==> src/rtl/cicles_window_gen.sv <==
// Cycle-window generator: emits enable_out for exactly cycles_req counted falling edges, pausable by hold.
// Optional macro CICLES_WINDOW_REPEAT_EN adds the repeat_en input for back-to-back auto-reloaded windows.
module cicles_window_gen #(
   parameter int unsigned WIDTH = 8
) (
   input  logic             clk,
   input  logic             reset,
   input  logic             start,
   input  logic [WIDTH-1:0] cycles_req,
   input  logic             hold,
   input  logic             abort,
`ifdef CICLES_WINDOW_REPEAT_EN
   input  logic             repeat_en,
`endif
   output logic             enable_out,
   output logic [WIDTH-1:0] remaining,
   output logic             busy,
   output logic             done
);

   typedef enum logic [1:0] {
      IDLE = 2'd0,
      RUN  = 2'd1,
      DONE = 2'd2
   } state_t;

   state_t           state_q, state_d;
   logic [WIDTH-1:0] remaining_q, remaining_d;
   logic [WIDTH-1:0] req_q, req_d;
   logic             rep_pulse_q, rep_pulse_d;
   logic             rep_req;

`ifdef CICLES_WINDOW_REPEAT_EN
   assign rep_req = repeat_en;
`else
   assign rep_req = 1'b0;
`endif

   // State update on the falling edge, matching the counters this block feeds.
   always_ff @(negedge clk or posedge reset) begin
      if (reset) begin
         state_q     <= IDLE;
         remaining_q <= '0;
         req_q       <= '0;
         rep_pulse_q <= 1'b0;
      end else begin
         state_q     <= state_d;
         remaining_q <= remaining_d;
         req_q       <= req_d;
         rep_pulse_q <= rep_pulse_d;
      end
   end

   // Next-state, count and strobe decode.
   always_comb begin
      state_d     = state_q;
      remaining_d = remaining_q;
      req_d       = req_q;
      rep_pulse_d = 1'b0;
      enable_out  = 1'b0;

      case (state_q)
         IDLE: begin
            if (start && !abort) begin
               if (cycles_req != '0) begin
                  remaining_d = cycles_req;
                  req_d       = cycles_req;
                  state_d     = RUN;
               end else begin
                  state_d = DONE;
               end
            end
         end

         RUN: begin
            if (abort) begin
               remaining_d = '0;
               state_d     = IDLE;
            end else if (!hold) begin
               enable_out = 1'b1;
               // Final counted edge: reload for another window or finish; never wraps below zero.
               if (remaining_q <= WIDTH'(1)) begin
                  if (rep_req) begin
                     remaining_d = req_q;
                     rep_pulse_d = 1'b1;
                  end else begin
                     remaining_d = '0;
                     state_d     = DONE;
                  end
               end else begin
                  remaining_d = remaining_q - WIDTH'(1);
               end
            end
         end

         DONE: begin
            state_d = IDLE;
         end

         default: begin
            state_d = IDLE;
         end
      endcase
   end

   assign remaining = remaining_q;
   assign busy      = (state_q == RUN);
   assign done      = (state_q == DONE) | rep_pulse_q;

endmodule

==> config.mk <==
export PLATFORM = sky130hd
export DESIGN_NAME = cicles_window_gen
export DESIGN_NICKNAME = d
export VERILOG_FILES = /design/src/rtl/cicles_window_gen.sv
export SDC_FILE = /design/constraint.sdc
export NUM_CORES = 1
export LEC_CHECK = 0
export CORE_MARGIN = 10
export CORE_UTILIZATION = 44
export DETAILED_ROUTE_END_ITERATION = 10
export GPL_ROUTABILITY_DRIVEN = 0
export HOLD_SLACK_MARGIN = 0.03
export PLACE_DENSITY = 0.77
export SLEW_MARGIN = 15
export SYNTH_ARGS = -nofsm -noshare
export SYNTH_HDL_FRONTEND = slang
export SYNTH_SLANG_ARGS = --single-unit
export TNS_END_PERCENT = 1
==> constraint.sdc <==
create_clock -name clk -period 2.5 [get_ports clk]
set_input_delay 0.25 -clock clk [delete_from_list [all_inputs] [get_ports clk]]
set_output_delay 0.25 -clock clk [all_outputs]
set_load 0.05 [all_outputs]
Word-level counts from Yosys, hierarchy flattened
Cells that the tools add are included.
Operators by class
  multiplexer cells: 15
  magnitude comparators: 1
  add/sub/neg operators: 1
  eq/ne operators: 6
  shift-type cells: 0
  divide/modulo/power cells: 0
  multipliers: 0
  bitwise logic cells: 0
  reduce and logical (&&, ||, !) cells: 7
Operator list (number)
  8-bit 2-to-1 mux: 5
  8-bit one-hot mux with 2 select lines: 1
  2-bit 2-to-1 mux: 5
  8-bit by 1-bit less-or-equal comparator with 1-bit output (second input constant): 1
  8-bit nonzero test: 1
  8-bit by 1-bit subtractor with 8-bit output (second input constant): 1
  2-bit != test (second input constant): 2
  2-bit one-hot mux with 2 select lines: 1
  4-bit AND reduction: 1
  1-bit 2-to-1 mux: 3
  3-bit by 2-bit != test with 1-bit output (second input constant): 1
  3-bit != test (second input constant): 1
  3-bit AND reduction: 1
  2-bit by 1-bit equality test with 1-bit output (second input constant): 1
  2-bit equality test (second input constant): 1
  2-bit logical NOT: 1
  2-bit nonzero test: 1
  1-bit logical AND: 1
  1-bit logical NOT: 1
Storage, ports and cells
  word-level logic and storage cells: 32
  input bits: 13
  bits in registers: 10
  ROM bits: 0
  memory bits (writable): 0
  memories kept: 0
  output and inout port bits: 11
  latch bits: 0

Logic depth before layout (Yosys ltp)
  depth in word-level cells: 5
  depth in mapped cells: 7
  depth with buffers taken out: 6

==> summary.txt <==
Global routing
  • Met2 usage: 0.261
  • Vias in the first global route: 986
  • GRT Util Overall: 0.171
  • First-pass GRT wire length: 4.74 mm
  • GR Util met1: 0.191
  • Gr busiest metal: met2
  • Largest net degree at the start of global routing: 11
  • Initial antenna violation count: 0
  • M3 GR Usage: 0.0689
  • Overflow after GRT: 0

Yosys
  • Synth Area in Adders: 0.0341
  • Post-synth EDFFs: 0
  • Synth Area per Inst: 8.73 µm²
  • Largest family of logic cells by synthesized area: compound AO/OA/AOI/OAI gates
  • Dominant synthesized flop cell: dfrtn_1
  • Yosys warns: 0
  • Compound-Gate Fraction of Synth Area: 0.265
  • Synthesized flop and latch total: 10
  • Synth Area in Simple Gates: 0.222
  • Cell count after synthesis: 84
  • Mux contribution to synthesized area: 0.0341
  • Post-synth top area cell: dfrtn_1
  • Post-synthesis xor/xnor area fraction: 0
  • Synth cell count leaders: inv_1 (14), dfrtn_1 (10), a2111oi_0 (6), nor2_1 (5)
  • Post-Syn Nets: 99
  • Yosys cell types: 32
  • Most common cell in the netlist: inv_1
  • Asr flop ratio synth: 1.00
  • Yosys top cell area share: 0.341
  • Synth Cell Area: 733 µm²
  • Top post-synthesis cells by area: dfrtn_1 (34%), inv_1 (7.2%), a2111oi_0 (7.2%)
  • Seq/Total Area, Yosys: 0.341

Power
  • Leak: 0.623 nW
  • Maximum vdd drop: 0.00121 V
  • PwrDens: 1370 nW/µm²
  • Power Total: 1.84 mW

Layout
  • Final instance area: 1340 µm²
  • Filler cell count: 76
  • Post-route insts no fill: 147
  • Nets: 148
  • Area growth, synth to finish: 82.4%
  • Antenna cells: 0
  • Layout cells sized above 1: 0.489

Setup path
  • Slowest stage delay, CP: 530 ps
  • Max Fanout on Critical Path: 3
  • Crit-path slowest cell: or4_4
  • R2R Setup Slk: 270 ps
  • CP required: 1380 ps
  • End of the worst register-to-register path: remaining[4]
  • CP cell instances: buf_2, or4_4, nor3_4, or3_4, mux2_4
  • Crit start category: input pin
  • CP arrival: 1550 ps
  • Critical path class: in2reg
  • Critical path capture point type: flip-flop
  • Worst R2R Path Depth: 6
  • Critical R2R Launch: remaining[0]

Floorplan
  • Starting Density: 0.476
  • Die height: 60.8 µm
  • I/O pin total: 24
  • Die width: 60.8 µm
  • Site row count: 14
  • Core ar.: 1540 µm²
  • Die area: 3700 µm²

Clock tree
  • Reg clk slew, reported paths: 50 ps
  • Max clock buf depth: 2
  • TritonCTS Buffers: 3
  • CTS Root Cell: clkbuf_4
  • Worst-Skew Late Latency: 290 ps
  • Clock Sinks: 10
  • CTS Hold Bufs: 0
  • CTS H-Tree Depth: 1
  • CTS tree: yes

Route
  • Aggregate routed wire length: 2.97 mm
  • Vias: 891
  • 1st-pass router iterations: 4
  • First DRT Iteration DRCs: 19
  • DRC violations left: 0
  • Via density: 6.06
  • DRT antenna net count: 0
  • Wirelength per Cell: 20.2 µm

STA
  • Final Setup Violations: 14
  • Setup TNS: -1420 ps
  • Slew @ Worst Pin: 605 ps
  • Unrepaired setup endpoints after global routing: yes
  • Max Slew Vio Count: 0
  • Slew headroom: 0.596
  • Worst Skew: 4.52 ps
  • Worst Setup Slack, final: -168 ps
  • Final hold vios: 0

Outcome
  • Failing checks: setup timing
  • Status: complete, but fails checks

Place
  • I/O Buffers: 23
  • Placed Cells: 140
  • Placed inst area: 1240 µm²
  • Post-DP HPWL: 1.91 mm
  • Dpl ws: -852 ps

Hold path
  • Worst hold start: remaining[5]
  • Hold Path End: remaining[5]
  • Worst min-delay path class: reg2reg
  • Min-Delay Path Depth: 2

Run
  • Max-Cap Viols: 0
## worst max-delay path by stage
stage | startpoint | endpoint | cells past startpoint
after floorplan | cycles_req[3] | remaining[1] | 5
after CTS | state_q[1] | enable_out | 3
after global routing | cycles_req[6] | remaining[6] | 7
after detailed placement | cycles_req[3] | remaining[1] | 5
after global placement | cycles_req[3] | remaining[1] | 5
final | cycles_req[6] | remaining[1] | 5
## critical path, delay by kind of cell
kind / cells / cell delay (ps)
buf+inv: 1 / 110
mux: 1 / 290
simple gates: 3 / 890
## what timing repair did
action | in CTS | in global routing
resized for setup | 48 | 6
setup endpoints to repair | 13 | 16
pin swaps | 7 | 0
setup buffers | 4 | 0
## cells in the final DEF (no fill, tap or decap), drive strengths merged
cell type	instances
clkbuf	4
a32oi	3
or3	1
a22o	1
a21oi	3
nor3	5
a22oi	5
inv	14
and3	2
nand2b	1
mux2i	1
nor4	2
clkdlybuf4s15	3
o21ai	3
nand3	1
a311oi	1
nor3b	1
or2	1
nor2	5
buf	42
a2111oi	6
dfrtn	10
nor2b	1
nand2	2
ha	2
mux2	1
o22ai	4
or4	3
clkdlybuf4s50	2
or2b	1
## sequential cells by signal (all words and copies together), names as in the netlist
register	flops
remaining	8
state_q	2
## per-stage QoR
stage | util | hold slack (ps)
2_1_floorplan | - | 601
3_3_place_gp | 0.802 | 583
3_5_place_dp | 0.802 | 600
4_1_cts | 0.860 | 601
5_1_grt | 0.868 | 634
6_report | 0.868 | 616
## logic make-up after synthesis
logic type | after synthesis
AND/OR/NAND/NOR | 26
flip-flops | 10
adder cells (fa/ha/maj) | 2
AO/OA/AOI/OAI | 26
multiplexers | 2
buffers and inverters | 18
## metal layers
metal | vias up | wire length [µm]
met2 | 54 | 1380
met4 | 0 | 180
met1 | 409 | 1120
met5 | - | 0
li1 | 411 | -
met3 | 17 | 286
## power by group
part	internal, mW	total (mW)	switching, mW
Combinational	0.646	1.35	0.705
Clock	0.0560	0.118	0.0623
Sequential	0.241	0.367	0.126
Total	0.943	1.84	0.893
## cell type report
class,instances,area (µm²),area share
well taps,16,20.0,0.0150
inverters,14,52.6,0.0393
clock buffers,3,22.5,0.0168
multi-input cells,56,489,0.366
flip-flops and latches,10,250,0.187
repair buffers,48,503,0.376
(Power assumes the default switching activity.)
